==> config.mk <==
export PLATFORM = sky130hd
export DESIGN_NAME = uart_rx_flat
export DESIGN_NICKNAME = d
export VERILOG_FILES = /design/src/rtl/uart_rx_if.sv /design/src/rtl/uart_rx.sv /design/src/flat_wrapper.sv
export SDC_FILE = /design/constraint.sdc
export NUM_CORES = 1
export LEC_CHECK = 0
export CAP_MARGIN = 20
export CORE_ASPECT_RATIO = 1.25
export CORE_MARGIN = 1.5
export CORE_UTILIZATION = 50
export DETAILED_ROUTE_END_ITERATION = 10
export PLACE_DENSITY = 0.76
export SLEW_MARGIN = 10
export SYNTH_ARGS = -nofsm -noshare
export SYNTH_HDL_FRONTEND = slang
export SYNTH_SLANG_ARGS = --single-unit
==> constraint.sdc <==
create_clock -name rxclk -period 1.62 [get_ports rxclk]
set_input_delay 0.162 -clock rxclk [delete_from_list [all_inputs] [get_ports rxclk]]
set_output_delay 0.162 -clock rxclk [all_outputs]
set_load 0.1 [all_outputs]
==> src/rtl/uart_rx_if.sv <==
// uart_rx_if: serial input, frame controls and received-frame status of uart_rx.
// slave = receiver side, master = host/bench side.
interface uart_rx_if;
  logic       sin;
  logic       parity;
  logic       re;
  logic [8:0] dout;
  logic       ready;
  logic       framing_err;
  logic       overrun;
  logic       break_det;

  modport slave (
    input  sin, parity, re,
    output dout, ready, framing_err, overrun, break_det
  );

  modport master (
    output sin, parity, re,
    input  dout, ready, framing_err, overrun, break_det
  );
endinterface

==> src/rtl/uart_rx.sv <==
// uart_rx: 16x oversampled UART receiver, 8 data bits, optional raw parity.
// Ports: rxclk (16x baud clock), reset_n (async low), bus (uart_rx_if.slave):
//   sin/parity/re in; dout[8:0], ready, framing_err, overrun, break_det out.
// Optional break detection: define UART_RX_BREAK_EN.
module uart_rx (
  input  logic      rxclk,
  input  logic      reset_n,
  uart_rx_if.slave  bus
);

  typedef enum logic [2:0] {
    S_IDLE,
    S_START,
    S_DATA,
    S_PARITY,
    S_STOP
`ifdef UART_RX_BREAK_EN
    , S_BREAK
`endif
  } state_t;

  state_t     state_q;
  logic       sync1_q;
  logic       line_q;
  logic       prev_q;
  logic [7:0] tick_q;
  logic [2:0] bit_q;
  logic [7:0] shift_q;
  logic       par_en_q;
  logic       par_bit_q;
  logic [8:0] dout_q;
  logic       ready_q;
  logic       ferr_q;
  logic       ovr_q;
`ifdef UART_RX_BREAK_EN
  logic       brk_q;
`endif

  logic mid;
  logic ack;

  // Bit centres fall on ticks 8, 24, 40, ... (tick 0 = detected falling edge)
  assign mid = (tick_q[3:0] == 4'h8);
  assign ack = bus.re & ready_q;

  always_ff @(posedge rxclk or negedge reset_n) begin
    if (!reset_n) begin
      state_q   <= S_IDLE;
      sync1_q   <= 1'b1;
      line_q    <= 1'b1;
      prev_q    <= 1'b1;
      tick_q    <= 8'd0;
      bit_q     <= 3'd0;
      shift_q   <= 8'h00;
      par_en_q  <= 1'b0;
      par_bit_q <= 1'b0;
      dout_q    <= 9'h000;
      ready_q   <= 1'b0;
      ferr_q    <= 1'b0;
      ovr_q     <= 1'b0;
`ifdef UART_RX_BREAK_EN
      brk_q     <= 1'b0;
`endif
    end else begin
      sync1_q <= bus.sin;
      line_q  <= sync1_q;
      prev_q  <= line_q;
      tick_q  <= tick_q + 8'd1;

      if (ack) begin
        ready_q <= 1'b0;
        ferr_q  <= 1'b0;
        ovr_q   <= 1'b0;
      end

      unique case (state_q)
        S_IDLE: begin
          // the edge that leaves IDLE is tick 0, so the next one is tick 1
          tick_q <= 8'd1;
          bit_q  <= 3'd0;
          if (!line_q && prev_q)
            state_q <= S_START;
        end
        S_START: begin
          if (tick_q == 8'd8) begin
            if (line_q) begin
              state_q <= S_IDLE;
            end else begin
              par_en_q  <= bus.parity;
              par_bit_q <= 1'b0;
              state_q   <= S_DATA;
            end
          end
        end
        S_DATA: begin
          if (mid) begin
            shift_q <= {line_q, shift_q[7:1]};
            bit_q   <= bit_q + 3'd1;
            if (bit_q == 3'd7)
              state_q <= par_en_q ? S_PARITY : S_STOP;
          end
        end
        S_PARITY: begin
          if (mid) begin
            par_bit_q <= line_q;
            state_q   <= S_STOP;
          end
        end
        S_STOP: begin
          if (mid) begin
            state_q <= S_IDLE;
`ifdef UART_RX_BREAK_EN
            if (shift_q == 8'h00 && !par_bit_q && !line_q) begin
              state_q <= S_BREAK;
              brk_q   <= 1'b1;
            end else
`endif
            if (!ready_q || bus.re) begin
              dout_q  <= {par_bit_q, shift_q};
              ready_q <= 1'b1;
              ferr_q  <= ~line_q;
              ovr_q   <= 1'b0;
            end else begin
              ovr_q   <= 1'b1;
            end
          end
        end
`ifdef UART_RX_BREAK_EN
        S_BREAK: begin
          if (line_q) begin
            state_q <= S_IDLE;
            brk_q   <= 1'b0;
          end
        end
`endif
        default: state_q <= S_IDLE;
      endcase
    end
  end

  assign bus.dout        = dout_q;
  assign bus.ready       = ready_q;
  assign bus.framing_err = ferr_q;
  assign bus.overrun     = ovr_q;
`ifdef UART_RX_BREAK_EN
  assign bus.break_det   = brk_q;
`else
  assign bus.break_det   = 1'b0;
`endif

endmodule

==> src/flat_wrapper.sv <==
// flat-port wrapper written by rule: the top's interface ports become plain ports
module uart_rx_flat 
  (rxclk, reset_n, bus_sin, bus_parity, bus_re, bus_dout, bus_ready, bus_framing_err, bus_overrun, bus_break_det);
  uart_rx_if bus_i ();
  input  logic rxclk;
  input  logic reset_n;
  input wire logic [$bits(bus_i.sin)-1:0] bus_sin;
  input wire logic [$bits(bus_i.parity)-1:0] bus_parity;
  input wire logic [$bits(bus_i.re)-1:0] bus_re;
  output wire logic [$bits(bus_i.dout)-1:0] bus_dout;
  output wire logic [$bits(bus_i.ready)-1:0] bus_ready;
  output wire logic [$bits(bus_i.framing_err)-1:0] bus_framing_err;
  output wire logic [$bits(bus_i.overrun)-1:0] bus_overrun;
  output wire logic [$bits(bus_i.break_det)-1:0] bus_break_det;
  assign bus_i.sin = bus_sin;
  assign bus_i.parity = bus_parity;
  assign bus_i.re = bus_re;
  assign bus_dout = bus_i.dout;
  assign bus_ready = bus_i.ready;
  assign bus_framing_err = bus_i.framing_err;
  assign bus_overrun = bus_i.overrun;
  assign bus_break_det = bus_i.break_det;
  uart_rx u_core (.rxclk(rxclk), .reset_n(reset_n), .bus(bus_i));
endmodule
; ---- Word level (Yosys, flattened, before mapping)
; Cells that the tools add are included.
[classes]
reduce_logical = 13
eq_ne = 14
n_bitwise = 2
n_mux = 28
n_addsub = 2
[ops]
columns = op, count
row1 = 3-bit two-way mux, 8
row2 = 1-bit two-way mux, 15
row3 = 3-bit one-hot mux with 5 select lines, 1
row4 = 2-bit by 1-bit inequality test with 1-bit output (second input constant), 6
row5 = 8-bit by 1-bit adder with 8-bit output (second input constant), 1
row6 = 8-bit by 4-bit == test with 1-bit output (second input constant), 1
row7 = 8-bit two-way mux, 1
row8 = 3-bit by 2-bit == test with 1-bit output (second input constant), 2
row9 = 3-bit == test (second input constant), 2
row10 = 3-bit one-hot mux with 2 select lines, 1
row11 = 3-bit AND reduction, 2
row12 = 6-bit AND reduction, 1
row13 = 4-bit == test (second input constant), 1
row14 = 2-bit AND reduction, 2
row15 = 4-bit AND reduction, 1
row16 = 2-bit nonzero test, 2
row17 = 3-bit by 1-bit adder with 3-bit output (second input constant), 1
row18 = 3-bit by 1-bit == test with 1-bit output (second input constant), 1
row19 = 3-bit logical NOT, 1
row20 = 1-bit logical NOT, 2
row21 = 2-bit two-way mux, 1
row22 = 2-bit inequality test (second input constant), 1
row23 = 1-bit one-hot mux with 2 select lines, 1
row24 = 1-bit bitwise AND, 1
row25 = 3 further kinds, 3
[word_totals]
out_inout_bits = 13
reg_bits = 39
in_bits = 5
wordCells = 72

; ---- Longest topological paths before layout
[logic_depth]
depth_word = 5
depth_mapped = 7
ltp_nobuf = 5

; ---- Worst setup path before layout
; OpenSTA, ideal clock, no wires.
[synth_path]
path_kind = reg2reg
from = reg u_core.ready_q (netlist: u_core.bus.ready)
to = reg u_core.dout_q[0] (netlist: u_core.bus.dout[0])
slack_ns = -0.188
n_path_buf = 0
required_ns = 1.494
stages_incl_launch_ff = 4
synth_period_minus_slack_ns = 1.808
setup_ns = 0.126
t_arrival_ns = 1.682
path_cell_list = dfrtp_1 nand2b_1 nand3_4 mux2_2
[synth_via]
elab_chain_cells = 3
[synth_rtl]
columns = element, line
row1 = start: declaration, uart_rx.sv:32  ; logic ready_q;
row2 = start signal: assignment, uart_rx.sv:58  ; ready_q <= 1'b0;
row3 = start signal: assignment, uart_rx.sv:71  ; ready_q <= 1'b0;
row4 = start signal: assignment, uart_rx.sv:120  ; ready_q <= 1'b1;
row5 = 1-bit logical NOT, uart_rx.sv:118  ; if (!ready_q || bus.re) begin
row6 = 1-bit logical OR, uart_rx.sv:118
row7 = 3-bit AND reduction (no line), --
row8 = end signal: assignment, uart_rx.sv:119  ; dout_q <= {par_bit_q, shift_q};
row9 = end: declaration, uart_rx.sv:31  ; logic [8:0] dout_q;
; No other way between the ends.
; A chain may end at the register's enable or synchronous reset.

; ---- Worst setup path in the final report
[layout_path]
from = reg u_core.tick_q[0]
to = reg u_core.par_en_q
[layout_via]
elab_chain_cells = 2
[layout_rtl]
columns = element, line
row1 = start: declaration, uart_rx.sv:26  ; logic [7:0] tick_q;
row2 = start signal: assignment, uart_rx.sv:68  ; tick_q <= tick_q + 8'd1;
row3 = 8-bit by 4-bit == test with 1-bit output, uart_rx.sv:85  ; if (tick_q == 8'd8) begin
row4 = 3-bit AND reduction (no line), --
row5 = end signal: assignment, uart_rx.sv:89  ; par_en_q <= bus.parity;
row6 = end: declaration, uart_rx.sv:29  ; logic par_en_q;
; No other way between the ends.

==> key figures <==
Run status
  • Outcome: finished clean

Pwr
  • VDD IR max: about 1000 uV
  • P_sw: roughly 0.74 mW
  • Sequential Power Share: between 40% and 50%
  • Leakage Power: 1.076 nW
  • Int Power: roughly 1.7 mW
  • Clock network power share: between 20% and 30%
  • Combinational Power Share: 24.5%
  • Sw frac: 30.97%
  • Pwr/cell area: roughly 1100 nW/um2

Logic synthesis
  • Ys Warns: 0
  • Flops & latches, synth: 39
  • Number of synthesized flops with an enable pin: 0
  • Mapped Cells: roughly 140
  • Simple-gate share of the synthesized area: 14.27%
  • Average size of a mapped cell: around 13 um2
  • Area share of fa/ha/maj cells after synthesis: 2.839%
  • Compound-cell area share of the yosys netlist: 7.310%
  • Syn_nets: between 100 and 150
  • Largest family of logic cells by synthesized area: multiplexers
  • Async set-or-reset flop fraction in the synthesized netlist: 100.0%
  • Post-synthesis xor/xnor area fraction: between 1 and 1.5%
  • Synthesized cell area: between 1500 and 2000 um2
  • Register area share after synthesis: 55.57%
  • Fraction of synthesized area in multiplexers: 14.90%
  • Synth area leader: dfrtp_1
  • Main flop type after synthesis: dfrtp_1
  • Synth area leaders: dfrtp_1, mux2_4, mux2_2
  • Yosys top cell area share: around half
  • Distinct cells, synth: 41

Cells and area
  • Design area: 2257 um2
  • Fin util: 68.80%
  • Nets: 176
  • Synth-to-layout area growth: 28.03%
  • N_diodes: 0
  • Share of cells above drive strength 1: 35.71%

Die
  • I/O pins: 18
  • Die footprint: just under 4000 um2
  • Die Ht: 69.39 um
  • Core Rows: 23
  • Die Wd: 56.11 um
  • Core box area: between 3000 and 4000 um2
  • Starting Density: 53.74%

Critical path
  • Worst EP arrival: 1.76 ns
  • Crit end category: flip-flop
  • Max incr delay on CP: roughly 0.35 ns
  • Critical path class: reg -> reg
  • Crit path max fanout: 7
  • R2r setup slk: 0.03 ns
  • R2r endpoint: u_core.par_en_q
  • CP Launch Type: flip-flop
  • CP max-delay cell: dfrtp_1
  • Critical path cell sequence: inv_1 > ha_1 > and3b_2 > buf_4 > nand4_1 > mux2_2
  • Worst Reg2Reg Path Length in Cells: 6
  • WP data required: 1.79 ns
  • Worst R2R Start: u_core.tick_q[0]

Placed design
  • Final GP Congestion: 0.8110
  • DP HPWL: approximately 2.6 mm
  • Area after DPL: about 2100 um2
  • Place WS: between 0.02 and 0.025 ns
  • IO buf count: 16

Timing
  • Final Cycle Share: 97.93%
  • Final hold violations: 0
  • Min cycle time layout: between 1.5 and 2 ns
  • Count of final max-slew check failures: 0
  • Setup violators final: 0
  • Setup Skew: about 0.008 ns
  • RSZ-0062 raised after global routing: yes
  • Setup ws final: 0.03357 ns
  • Fmax: 630.3 MHz

Hold path
  • Hold path cells: 1
  • Hold path startpoint: bus_sin
  • Min-delay worst type: in -> reg
  • Hold EP: u_core.sync1_q

Detailed routing
  • TritonRoute pass-1 iters: 4
  • Post-route ant nets: 0
  • Residual DRC: 0
  • Avg Vias per Cell: around 5.7
  • Routed WL per cell: between 15 and 20 um
  • Starting DRT DRC Count: 42
  • Final wirelength: 3.572 mm
  • Via Count: 1175

Clock network
  • Num CTS Buffers: 5
  • Worst-path clk slew: 0.06 ns
  • CTS tree: done
  • Worst skew pair latency: 0.29 ns
  • CTS sink count: 39
  • H-tree depth: 2
  • Root Driver: clkbuf_8
  • Clock Tree Buf Depth: 2

GRT
  • GR Util met1: 22.07%
  • Most Used Layer, Global Route: met2
  • First-pass GRT wire length: 5.782 mm
  • Met2 usage: about a third
  • GRT overflow: 0
  • Vias in the first global route: approximately 1200
  • GRT Total Usage: roughly 19%
  • Largest net degree at the start of global routing: 18
  • Met3 Use GR: 6.157%
  • Initial antenna violation count: 0

Flow run
  • Max Cap Viol: 0
state kept, by name, summed over array words and instances, names as in the netlist, 3 cells and up:
register and cells:
u_core.shift_q 8, u_core.bus.dout 9, u_core.tick_q 8, u_core.state_q 3, u_core.bit_q 3
cell families (layout without fill, tap and decap cells):
group           count (synthesis)  after routing
compound gates                 20             20
other cells                     1              1
fa+ha+maj                       4              4
mux                            21             21
simple gates                   37             38
buf+inv                        10             42
flops                          39             39
xor+xnor                        3              3
metrics by stage:
step	setup TNS (ns)	hold slack [ns]	power [mW]	instances
floorplan	0	-0.1336	1.547	135
global route	-0.1389	0.2687	2.523	205
detailed placement	0	0.1044	1.778	193
global placement	0	0.09790	1.734	193
CTS	0	0.2745	2.401	202
finish	0	0.2805	2.394	205
worst max-delay path: cells and delay by family, from the launching register on:
| family | cells | cell delay (ns) |
|---|---|---|
| muxes | 1 | 0.34 |
| buffers and inverters | 2 | 0.22 |
| DFF | 1 | 0.35 |
| adders and majority gates | 1 | 0.21 |
| and+or+nand+nor | 2 | 0.36 |
routing by layer:
metal / up-vias / wire length [um] / share of wire (%)
li1: 551 / - / -
met1: 588 / 1487 / 42
met2: 28 / 1851 / 52
met3: 8 / 144 / 4.0
met4: 0 / 89 / 2.5
met5: - / 0 / 0
placed cells by master (no fill, tap or decap), types with 5 or more instances in the layout:
master    synthesis  routed
a21oi_1           5       5
mux2_2           10       9
nor2_1            5       5
mux2_4            8       9
buf_4             1      13
nand2_1           5       5
clkbuf_8          0       5
buf_12            0      12
dfrtp_1          36      35
worst max path at each step:
stage	from	to	slack, ns	cells after the start
final	u_core.tick_q[0]	u_core.par_en_q	0.03	6
after global routing	u_core.tick_q[0]	u_core.bus.dout[8]	-0.03	6
after CTS	u_core.tick_q[0]	u_core.bus.dout[8]	0.009	6
after detailed placement	u_core.tick_q[0]	u_core.bus.dout[3]	0.02	6
after global placement	u_core.tick_q[0]	u_core.par_en_q	0.08	6
after floorplan	u_core.tick_q[0]	u_core.shift_q[0]	0.05	7
power groups by stage:
stage | Sequential [mW] | Combinational (mW) | Clock (mW)
finish | 1.19 | 0.587 | 0.615
global route | 1.21 | 0.646 | 0.668
CTS | 1.19 | 0.581 | 0.634
detailed placement | 1.20 | 0.578 | 0
global placement | 1.20 | 0.537 | 0
floorplan | 1.17 | 0.373 | 0
cells in the mapped netlist, types with 3 or more instances:
cell type / instances
mux2_4: 8
dfrtp_1: 36
nor2_1: 5
o21ai_0: 4
ha_1: 4
inv_1: 4
mux2_2: 10
or3_1: 4
buf_2: 3
dfstp_2: 3
a21oi_1: 5
nand2_1: 5
nor3b_1: 4
nand3_1: 3
mux2i_1: 3
final cells by class:
cell class              instances  area (um2)
repair buffers                 30       382.9
multi-input cells              87       752.0
well taps                      37       46.29
clock buffers                   8       80.08
inverters                       4       15.01
fillers                       237        1023
flip-flops and latches         39       980.9
repair_timing:
item,CTS,global route
resized for setup,0,4
hold endpoints to repair,14,0
setup endpoints to repair,0,10
hold buffers,1,0
setup buffers,0,2
Note: power is estimated with default switching activity, not from simulation.
